<file path="src/rtl/hht_gather_fifo.sv">
// Gather engine: walks a column-index array, fetches the indexed vector values
// through a three-stage pipeline and buffers them in a credit-protected FIFO that a CPU drains.
module hht_gather_fifo #(
   parameter int DATA_W   = 32,
   parameter int ADDR_W   = 32,
   parameter int DEPTH    = 8,
   parameter int VEC_LEN  = 16,
   parameter int HHT_ADDR = 126
) (
   input  logic              Clk,
   input  logic              Rst,
   input  logic              start,
   input  logic [ADDR_W-1:0] col_base,
   input  logic [ADDR_W-1:0] v_base,
   input  logic [31:0]       csize,
   output logic [ADDR_W-1:0] idx_addr,
   input  logic [DATA_W-1:0] idx_data,
   output logic [ADDR_W-1:0] val_addr,
   input  logic [DATA_W-1:0] val_data,
   input  logic [ADDR_W-1:0] cpu_addr,
   input  logic              cpu_rd,
   output logic              hht,
   output logic [DATA_W-1:0] rdata,
   output logic              busy,
   output logic              done,
   output logic              err
);

   localparam int PTR_W = $clog2(DEPTH);
   localparam int CNT_W = PTR_W + 1;
   localparam int CS_W  = CNT_W + 1;

   typedef enum logic [1:0] {
      ST_IDLE = 2'd0,
      ST_RUN  = 2'd1,
      ST_DONE = 2'd2
   } state_t;

   state_t              state_r;
   logic [ADDR_W-1:0]   col_base_r;
   logic [ADDR_W-1:0]   v_base_r;
   logic [31:0]         csize_r;
   logic [31:0]         issue_cnt_r;
   logic [31:0]         push_cnt_r;
   logic [ADDR_W-1:0]   idx_addr_r;
   logic [ADDR_W-1:0]   val_addr_r;
   logic                s1_r;
   logic                s2_r;
   logic                s2_oor_r;
   logic                busy_r;
   logic                done_r;
   logic                err_r;

   logic [DATA_W-1:0]   fifo_mem_r [DEPTH];
   logic [PTR_W-1:0]    wr_ptr_r;
   logic [PTR_W-1:0]    rd_ptr_r;
   logic [CNT_W-1:0]    count_r;

   logic                start_ok_s;
   logic                issue_s;
   logic                credit_ok_s;
   logic [CS_W-1:0]     credit_sum_s;
   logic                idx_oor_s;
   logic                push_s;
   logic                pop_s;
   logic [DATA_W-1:0]   push_data_s;
   logic [DATA_W-1:0]   status_s;
   logic                hht_s;
   logic [DATA_W-1:0]   rdata_s;

   // Credit counts in-flight pipeline slots so a same-cycle pop never grants an extra issue.
   assign credit_sum_s = {1'b0, count_r} + {{CNT_W{1'b0}}, s1_r} + {{CNT_W{1'b0}}, s2_r};
   assign credit_ok_s  = credit_sum_s < CS_W'(DEPTH);
   assign start_ok_s   = start && (state_r != ST_RUN);
   assign issue_s      = (state_r == ST_RUN) && (issue_cnt_r < csize_r) && credit_ok_s;
   assign idx_oor_s    = idx_data >= DATA_W'(VEC_LEN);
   assign push_s       = s2_r && !start_ok_s;
   assign push_data_s  = s2_oor_r ? {DATA_W{1'b0}} : val_data;

   // Control FSM, issue/S1/S2 pipeline and sticky error flag
   always_ff @(posedge Clk or negedge Rst) begin
      if (!Rst) begin
         state_r     <= ST_IDLE;
         col_base_r  <= {ADDR_W{1'b0}};
         v_base_r    <= {ADDR_W{1'b0}};
         csize_r     <= 32'd0;
         issue_cnt_r <= 32'd0;
         push_cnt_r  <= 32'd0;
         idx_addr_r  <= {ADDR_W{1'b0}};
         val_addr_r  <= {ADDR_W{1'b0}};
         s1_r        <= 1'b0;
         s2_r        <= 1'b0;
         s2_oor_r    <= 1'b0;
         busy_r      <= 1'b0;
         done_r      <= 1'b0;
         err_r       <= 1'b0;
      end else if (start_ok_s) begin
         col_base_r  <= col_base;
         v_base_r    <= v_base;
         csize_r     <= csize;
         issue_cnt_r <= 32'd0;
         push_cnt_r  <= 32'd0;
         s1_r        <= 1'b0;
         s2_r        <= 1'b0;
         s2_oor_r    <= 1'b0;
         err_r       <= 1'b0;
         if (csize == 32'd0) begin
            state_r <= ST_DONE;
            busy_r  <= 1'b0;
            done_r  <= 1'b1;
         end else begin
            state_r <= ST_RUN;
            busy_r  <= 1'b1;
            done_r  <= 1'b0;
         end
      end else begin
         s1_r     <= issue_s;
         s2_r     <= s1_r;
         s2_oor_r <= s1_r && idx_oor_s;
         if (issue_s) begin
            idx_addr_r  <= col_base_r + ADDR_W'(issue_cnt_r);
            issue_cnt_r <= issue_cnt_r + 32'd1;
         end
         // An out-of-range index leaves val_addr untouched; S2 substitutes zero.
         if (s1_r && !idx_oor_s) begin
            val_addr_r <= v_base_r + ADDR_W'(idx_data);
         end
         if (s2_r) begin
            push_cnt_r <= push_cnt_r + 32'd1;
            if (s2_oor_r) begin
               err_r <= 1'b1;
            end
            if (push_cnt_r == csize_r - 32'd1) begin
               state_r <= ST_DONE;
               busy_r  <= 1'b0;
               done_r  <= 1'b1;
            end
         end
      end
   end

   // FIFO storage; only entries between rd_ptr and wr_ptr carry meaning
   always_ff @(posedge Clk) begin
      if (push_s) begin
         fifo_mem_r[wr_ptr_r] <= push_data_s;
      end
   end

   // FIFO pointers and occupancy; a honoured start flushes and overrides any pop
   always_ff @(posedge Clk or negedge Rst) begin
      if (!Rst) begin
         wr_ptr_r <= {PTR_W{1'b0}};
         rd_ptr_r <= {PTR_W{1'b0}};
         count_r  <= {CNT_W{1'b0}};
      end else if (start_ok_s) begin
         wr_ptr_r <= {PTR_W{1'b0}};
         rd_ptr_r <= {PTR_W{1'b0}};
         count_r  <= {CNT_W{1'b0}};
      end else begin
         if (push_s) begin
            wr_ptr_r <= wr_ptr_r + {{(PTR_W-1){1'b0}}, 1'b1};
         end
         if (pop_s) begin
            rd_ptr_r <= rd_ptr_r + {{(PTR_W-1){1'b0}}, 1'b1};
         end
         case ({push_s, pop_s})
            2'b10:   count_r <= count_r + {{(CNT_W-1){1'b0}}, 1'b1};
            2'b01:   count_r <= count_r - {{(CNT_W-1){1'b0}}, 1'b1};
            default: count_r <= count_r;
         endcase
      end
   end

   // Status word: err, done, busy above a zero-extended occupancy
   always_comb begin
      status_s       = {DATA_W{1'b0}};
      status_s[15:0] = 16'(count_r);
      status_s[16]   = busy_r;
      status_s[17]   = done_r;
      status_s[18]   = err_r;
   end

   // CPU window decode; gated by reset so outputs are quiet while Rst is low
   always_comb begin
      hht_s   = 1'b0;
      rdata_s = {DATA_W{1'b0}};
      pop_s   = 1'b0;
      if (cpu_rd && Rst) begin
         if (cpu_addr == ADDR_W'(HHT_ADDR)) begin
            if (count_r != {CNT_W{1'b0}}) begin
               hht_s   = 1'b1;
               rdata_s = fifo_mem_r[rd_ptr_r];
               pop_s   = 1'b1;
            end else begin
               hht_s   = 1'b0;
            end
         end else if (cpu_addr == ADDR_W'(HHT_ADDR + 1)) begin
            hht_s   = 1'b1;
            rdata_s = status_s;
         end else begin
            hht_s   = 1'b0;
         end
      end else begin
         hht_s = 1'b0;
      end
   end

   assign idx_addr = idx_addr_r;
   assign val_addr = val_addr_r;
   assign busy     = busy_r;
   assign done     = done_r;
   assign err      = err_r;
   assign hht      = hht_s;
   assign rdata    = rdata_s;

endmodule

</file>
<file path="config.mk">
export PLATFORM = sky130hd
export DESIGN_NAME = hht_gather_fifo
export DESIGN_NICKNAME = d
export VERILOG_FILES = /design/src/rtl/hht_gather_fifo.sv
export SDC_FILE = /design/constraint.sdc
export NUM_CORES = 1
export LEC_CHECK = 0
export BUFFER_PORTS_ARGS = -buffer_cell sky130_fd_sc_hd__buf_4
export CAP_MARGIN = 20
export CORE_ASPECT_RATIO = 0.9
export CORE_MARGIN = 1
export CORE_UTILIZATION = 58
export CTS_BUF_LIST = sky130_fd_sc_hd__clkbuf_8 sky130_fd_sc_hd__clkbuf_16
export DETAILED_ROUTE_END_ITERATION = 10
export PLACE_DENSITY = 0.79
export SLEW_MARGIN = 20
export SYNTH_ARGS = -nofsm -noshare
export SYNTH_HDL_FRONTEND = slang
export SYNTH_SLANG_ARGS = --single-unit
</file>
<file path="constraint.sdc">
create_clock -name Clk -period 6.3 [get_ports Clk]
set_input_delay 0.315 -clock Clk [delete_from_list [all_inputs] [get_ports Clk]]
set_output_delay 0.315 -clock Clk [all_outputs]
set_load 0.02 [all_outputs]
</file>
Yosys cells after proc, flatten, opt, wreduce, memory -nomap -nowiden
Memories as Yosys holds them, arrays and structs flattened.
Index checks and enable logic that the tools add are counted.
Widths: inputs -> output; s select.
{"block": "word_totals", "out_inout_bits": 100, "elab_cells": 103, "reg_bits": 242, "ramBits": 256, "inputBits": 196, "mem_count": 1}
{"block": "op_classes", "reduce_logical": 22, "n_addsub": 11, "bitwise_logic": 1, "magnitude_cmp": 3, "eq_ne": 7, "mux": 41}
{"memory": "fifo_mem_r", "depth": 8, "word_bits": 32, "read_ports": 1, "rd_clocked_by_memory_dff": 0, "wr": 1, "line_no": "54", "source": "logic [DATA_W-1:0] fifo_mem_r [DEPTH];"}
{"op": "$mux 32", "count": 8}
{"op": "$add 32x1->32 const B", "count": 2}
{"op": "$add 32x32->32", "count": 2}
{"op": "$eq 32x7->1 const B", "count": 2}
{"op": "$eq 32x32->1", "count": 1}
{"op": "$ge 32x5->1 const B", "count": 1}
{"op": "$logic_not 32->1", "count": 1}
{"op": "$lt 32x32->1", "count": 1}
{"op": "$sub 32x1->32 const B", "count": 1}
{"op": "$mux 1", "count": 22}
{"op": "$mux 19", "count": 1}
{"op": "$mux 3", "count": 4}
{"op": "$reduce_bool 2->1", "count": 6}
{"op": "$mux 2", "count": 4}
{"op": "$pmux 4 s2", "count": 1}
{"op": "$reduce_and 2->1", "count": 4}
{"op": "$logic_and 1x1->1", "count": 7}
{"op": "$add 3x1->3 const B", "count": 2}
{"op": "$add 4x1->5", "count": 1}
{"op": "$add 5x1->5", "count": 1}
{"op": "$lt 5x4->1 const B", "count": 1}
{"op": "$add 4x1->4 const B", "count": 1}
{"op": "$eq 2x1->1 const B", "count": 2}
{"op": "$mux 4", "count": 1}
{"op": "other kinds (7)", "count": 8}

Logic depth before layout (Yosys ltp)
{"block": "logic_depth", "word_depth": 7, "mapped_depth": 13, "depth_no_buf": 11}

Least setup slack after synthesis
No wires, ideal clock.
{"block": "synth_timing", "path_kind": "register to register", "from": "reg state_r[1]", "to": "mem fifo_mem_r[0][0], enable pin", "setup_time_ps": 501, "path_stages_with_launch": 6, "required_time_ps": 5799, "t_arrival_ps": 4327, "synth_period_minus_slack_ps": 4828, "path_buffers": 2, "setup_slack_ps": 1472, "path_cell_list": "dfrtp_1 > nand2b_1 > and2_1 > clkbuf_1 > clkbuf_1 > nor4_1"}
{"block": "synth_via", "elab_chain_cells": 6}
{"item": "start: declaration", "line_no": "39", "source": "state_t state_r;"}
{"item": "start signal: assignment", "line_no": "83", "source": "state_r <= ST_IDLE;"}
{"item": "start signal: assignment", "line_no": "108", "source": "state_r <= ST_DONE;"}
{"item": "start signal: assignment", "line_no": "112", "source": "state_r <= ST_RUN;"}
{"item": "$ne 2x1->1", "line_no": "74", "source": "assign start_ok_s = start && (state_r != ST_RUN);"}
{"item": "$logic_and 1x1->1", "line_no": "74"}
{"item": "$logic_not 1->1", "line_no": "77", "source": "assign push_s = s2_r && !start_ok_s;"}
{"item": "$logic_and 1x1->1", "line_no": "77"}
{"item": "$mux 1", "line_no": "144", "source": "if (push_s) begin"}
{"item": "$mux 1 (not written as such)", "line_no": "145", "source": "fifo_mem_r[wr_ptr_r] <= push_data_s;"}
{"item": "end: declaration", "line_no": "54"}
No other way between the ends.

Worst setup path after layout
{"block": "layout_timing", "from": "reg csize_r[3]", "to": "reg issue_cnt_r[26]"}
{"block": "layout_via", "elab_chain_cells": 4}
{"item": "start: declaration", "line_no": "42", "source": "logic [31:0] csize_r;"}
{"item": "start signal: assignment", "line_no": "100", "source": "csize_r <= csize;"}
{"item": "$lt 32x32->1", "line_no": "75", "source": "assign issue_s = (state_r == ST_RUN) && (issue_cnt_r < csize_r) && credit_ok_s;"}
{"item": "$logic_and 1x1->1 (2 in series)", "line_no": "75"}
{"item": "$reduce_bool 2->1 (no source line)"}
{"item": "end signal: assignment", "line_no": "122", "source": "issue_cnt_r <= issue_cnt_r + 32'd1;"}
{"item": "end: declaration", "line_no": "43", "source": "logic [31:0] issue_cnt_r;"}
No other way between the ends.
A chain may end at the register's enable or synchronous reset.

==> metrics.md <==
| Metric | Value |
|---|---|
| Clock sink count | 496 |
| Final-report hold violation count | 0 |
| Drt drc | 21 |
| Critical path arrival | 4.58 ns |
| Non-filler cells, final | between 3000 and 4000 |
| DPL Wire Length | between 40000 and 50000 um |
| Area growth from synthesis to final layout | 22.0% |
| Clock Root Buffer | clkbuf_16 |
| Cts repair resizes | 0 |
| Placer's final routability congestion estimate | 0.958 |
| Category of the most critical setup path | register to register |
| Max-slew violation total from the final report | 0 |
| Minimum clock period | 4.05 ns |
| TritonCTS Buffers | slightly below 50 |
| Number of setup violations in the final report | 0 |
| Net count of the finished layout | 2832 |
| Leakage power summed over all cells | 12.9 nW |
| Synthesis-stage register bit count | 496 |
| Fmax | ~250 MHz |
| Prevailing post-synth register cell | edfxtp_1 |
| Fraction of final layout cells sized beyond drive strength 1 | 0.202 |
| Met1 track utilization from global routing | 0.438 |
| Max Fanout on Critical Path | 37 |
| Final std cell area, no fill | 30300 um2 |
| Area of the placeable core | 42000 um2 |
| Iteration-0 DRC Markers | ~1900 |
| Total routing resource utilization after global routing | 0.311 |
| Clock tree from TritonCTS | yes |
| Status | finished with violations |
| Vias in the first global route | 18800 |
| Die footprint | ~44000 um2 |
| Async set-or-reset flop fraction in the synthesized netlist | 0.484 |
| Class of the tightest hold or removal check | input port to register |
| Detailed-route via count | approximately 19000 |
| Library cell with the largest summed area after synthesis | edfxtp_1 |
| DR vias/cell | 6.10 |
| Startpoint type of the worst setup path | register |
| CTS H-tree lvls | 2 |
| EDFF count, synth | 256 |
| Clock Skews | 0.0388 ns |
| Number of placed instances with taps included | 2935 |
| DRT Wirelength | 67400 um |
| Number of buffers on the longest clock path | 3 |
| Synth cell count leaders | 338 x nand2_1, 256 x edfxtp_1, 240 x dfrtp_1 |
| Sum Neg Setup Slack | 0 ns |
| GRT met2 Usage | 0.482 |
| Number of buffers inserted for hold repair after clock tree synthesis | 93 |
| Detailed Routing Iterations Pass 1 | 9 |
| Worst supply voltage drop on vdd | 256 uV |
| Initial core utilization | 0.592 |
| Vertical die dimension | 198 um |
| Worst rel slew slack | 0.303 |
| Clock-pin slew reported for the worst setup and hold paths after clock tree synthesis | 0.06 ns |
| ANT nets after route | 0 |
| Io pins | 296 |
| Number of distinct standard cells referenced by the synthesized netlist | 71 |
| Count of warnings emitted by yosys | 0 |
| Share of synthesized area occupied by flip-flops and latches | 0.551 |
| Synthesized cell area | 24900 um2 |
| Total power density per cell area | 382 nW/um2 |
| Worst hold slack across all endpoints | between 0.02 and 0.03 ns |
| Post-detailed-placement cell area | between 20000 and 30000 um2 |
| Die Wd | 220 um |
| Worst slew pin tran | between 1 and 1.5 ns |
| Share of Yosys cell area claimed by the top area cell type | 0.309 |
| Synth Net Count | 2454 |
| # rows | 71 |
| Tcrit/Tclk final | 0.643 |
| Gate count after technology mapping | 2154 |
| Most Used Layer, Global Route | met2 |
| GR Overflow Total | 0 |
| Largest cells by area after synthesis | edfxtp_1 31%, dfrtp_1 24%, mux4_2 5.8% |
| Port Buffer Count | 295 |
| Avg Synthesized Cell Area | 11.5 um2 |
| Type of element capturing the critical path | register |
| Clk Latency, worst-skew pair | 0.63 ns |
| Violations in the final reports | design-rule violations |
| Worst Path Required | approximately 6.8 ns |
| Routed WL per cell | 21.6 um |
| Met3 layer usage reported by global route | 0.0537 |
| Wire length of the first global-routing pass | 104000 um |
| Post-CTS Setup Inserts | 0 |
| Antenna violations before repair | 3 |
| Maximum number of pins on one net before global-route repair | 115 |
| Max-capacitance violation count | 0 |
| Unrepaired setup endpoints after global routing | false |
| Cell with the most instances after synthesis | nand2_1 |
[routing by layer]
| layer | vias up | part of all wire |
|---|---|---|
| met3 | 164 | 0.085 |
| met2 | 843 | 0.46 |
| met1 | 9403 | 0.42 |
| met4 | 2 | 0.035 |
| li1 | 8637 | - |
| met5 | - | 0.00018 |
[worst max-delay path: stages (launching register included)]
cell	delay [ns]
dfrtp_1	0.49
inv_1	0.13
ha_1	0.24
a2111oi_0	0.43
o31a_1	0.27
o221ai_1	0.21
o2bb2ai_4	0.62
buf_4	0.54
nand4_1	0.39
or4_1	0.49
a21oi_1	0.17
[sequential cells by signal, summed over array words and instances (netlist names), 2 cells and up]
| signal | cells |
|---|---|
| rd_ptr_r | 3 |
| idx_addr | 32 |
| issue_cnt_r | 32 |
| state_r | 2 |
| v_base_r | 32 |
| fifo_mem_r | 256 |
| count_r | 4 |
| push_cnt_r | 32 |
| val_addr | 32 |
| col_base_r | 32 |
| csize_r | 32 |
| wr_ptr_r | 3 |
[logic make-up (layout without fill, tap and decap cells)]
kind of cell	after synthesis	after routing	share of synthesized area
mux	130	130	0.0858
fa+ha+maj	104	104	0.0532
compound gates	346	346	0.0881
simple gates	799	799	0.154
flops	496	496	0.551
other cells	0	2	0
buf+inv	150	569	0.0227
xor+xnor	129	129	0.0454
[cells in the final DEF, fill, tap and decap left out, types with 7 or more instances in the layout]
cell type / synthesis / routed
nand2b_1: 11 / 11
ha_1: 101 / 101
a211oi_1: 14 / 14
o21ai_0: 106 / 106
a21oi_1: 83 / 83
o21bai_1: 9 / 9
nand4_1: 50 / 50
and3_1: 30 / 30
inv_1: 67 / 78
a21o_1: 35 / 35
nor2b_1: 46 / 46
a31oi_1: 8 / 8
nor4_1: 36 / 33
clkbuf_16: 0 / 49
xor2_1: 71 / 71
edfxtp_1: 256 / 256
buf_4: 0 / 316
o211ai_1: 14 / 14
mux4_2: 64 / 64
and4_1: 12 / 12
o31ai_1: 9 / 9
nor2_1: 136 / 135
or4_1: 12 / 12
clkinv_2: 0 / 11
nand2_1: 338 / 336
and2_1: 19 / 18
o21a_1: 15 / 15
mux2i_1: 40 / 40
dfrtp_1: 240 / 236
clkbuf_8: 0 / 8
nor3_1: 32 / 28
dlygate4sd3_1: 0 / 93
nand3_1: 42 / 42
xnor2_1: 58 / 58
or3_1: 18 / 18
mux2_2: 26 / 26
a211o_1: 7 / 7
[power breakdown]
group | switching, W | leakage [nW] | total [W] | internal [W]
combinational | 0.00225 | 6.58 | 0.00381 | 0.00155
clock | 0.00131 | 0.879 | 0.00304 | 0.00174
sequential | 0.000543 | 5.45 | 0.00473 | 0.00419
[stage by stage]
| stage | power, W | worst slack [ns] | util |
|---|---|---|---|
| 5_1_grt | 0.0122 | 1.96 | 0.722 |
| 3_3_place_gp | 0.00832 | 2.34 | 0.659 |
| 2_1_floorplan | 0.00726 | 1.47 | - |
| 3_5_place_dp | 0.00846 | 2.27 | 0.659 |
| 6_report | 0.0116 | 2.25 | 0.722 |
| 4_1_cts | 0.0116 | 2.26 | 0.722 |
[path summary, 6_finish.rpt]
kind                                startpoint         endpoint  slack (ns)  depth (start not counted)
worst max-delay path                csize_r[3]  issue_cnt_r[26]        2.25                         10
min in group asynchronous                  Rst     val_addr[17]        0.32                          2
worst max register to register      csize_r[3]  issue_cnt_r[26]        2.25                         10
worst min register to register  col_base_r[21]   col_base_r[21]        0.49                          2
worst min-delay path                v_base[30]     v_base_r[30]        0.03                          3
max in group asynchronous                  Rst   col_base_r[15]        3.76                          4
[cell type report]
| type | count | area [um2] |
|---|---|---|
| sequential | 496 | 13700 |
| fill | 2810 | 11700 |
| inverter | 67 | 251 |
| timing repair buffer | 410 | 3320 |
| multi-input combinational | 1508 | 10700 |
| tap | 547 | 684 |
| clock inverter | 35 | 358 |
| antenna | 2 | 5.00 |
| clock buffer | 57 | 1340 |
Power figures use the tool's default switching activity.
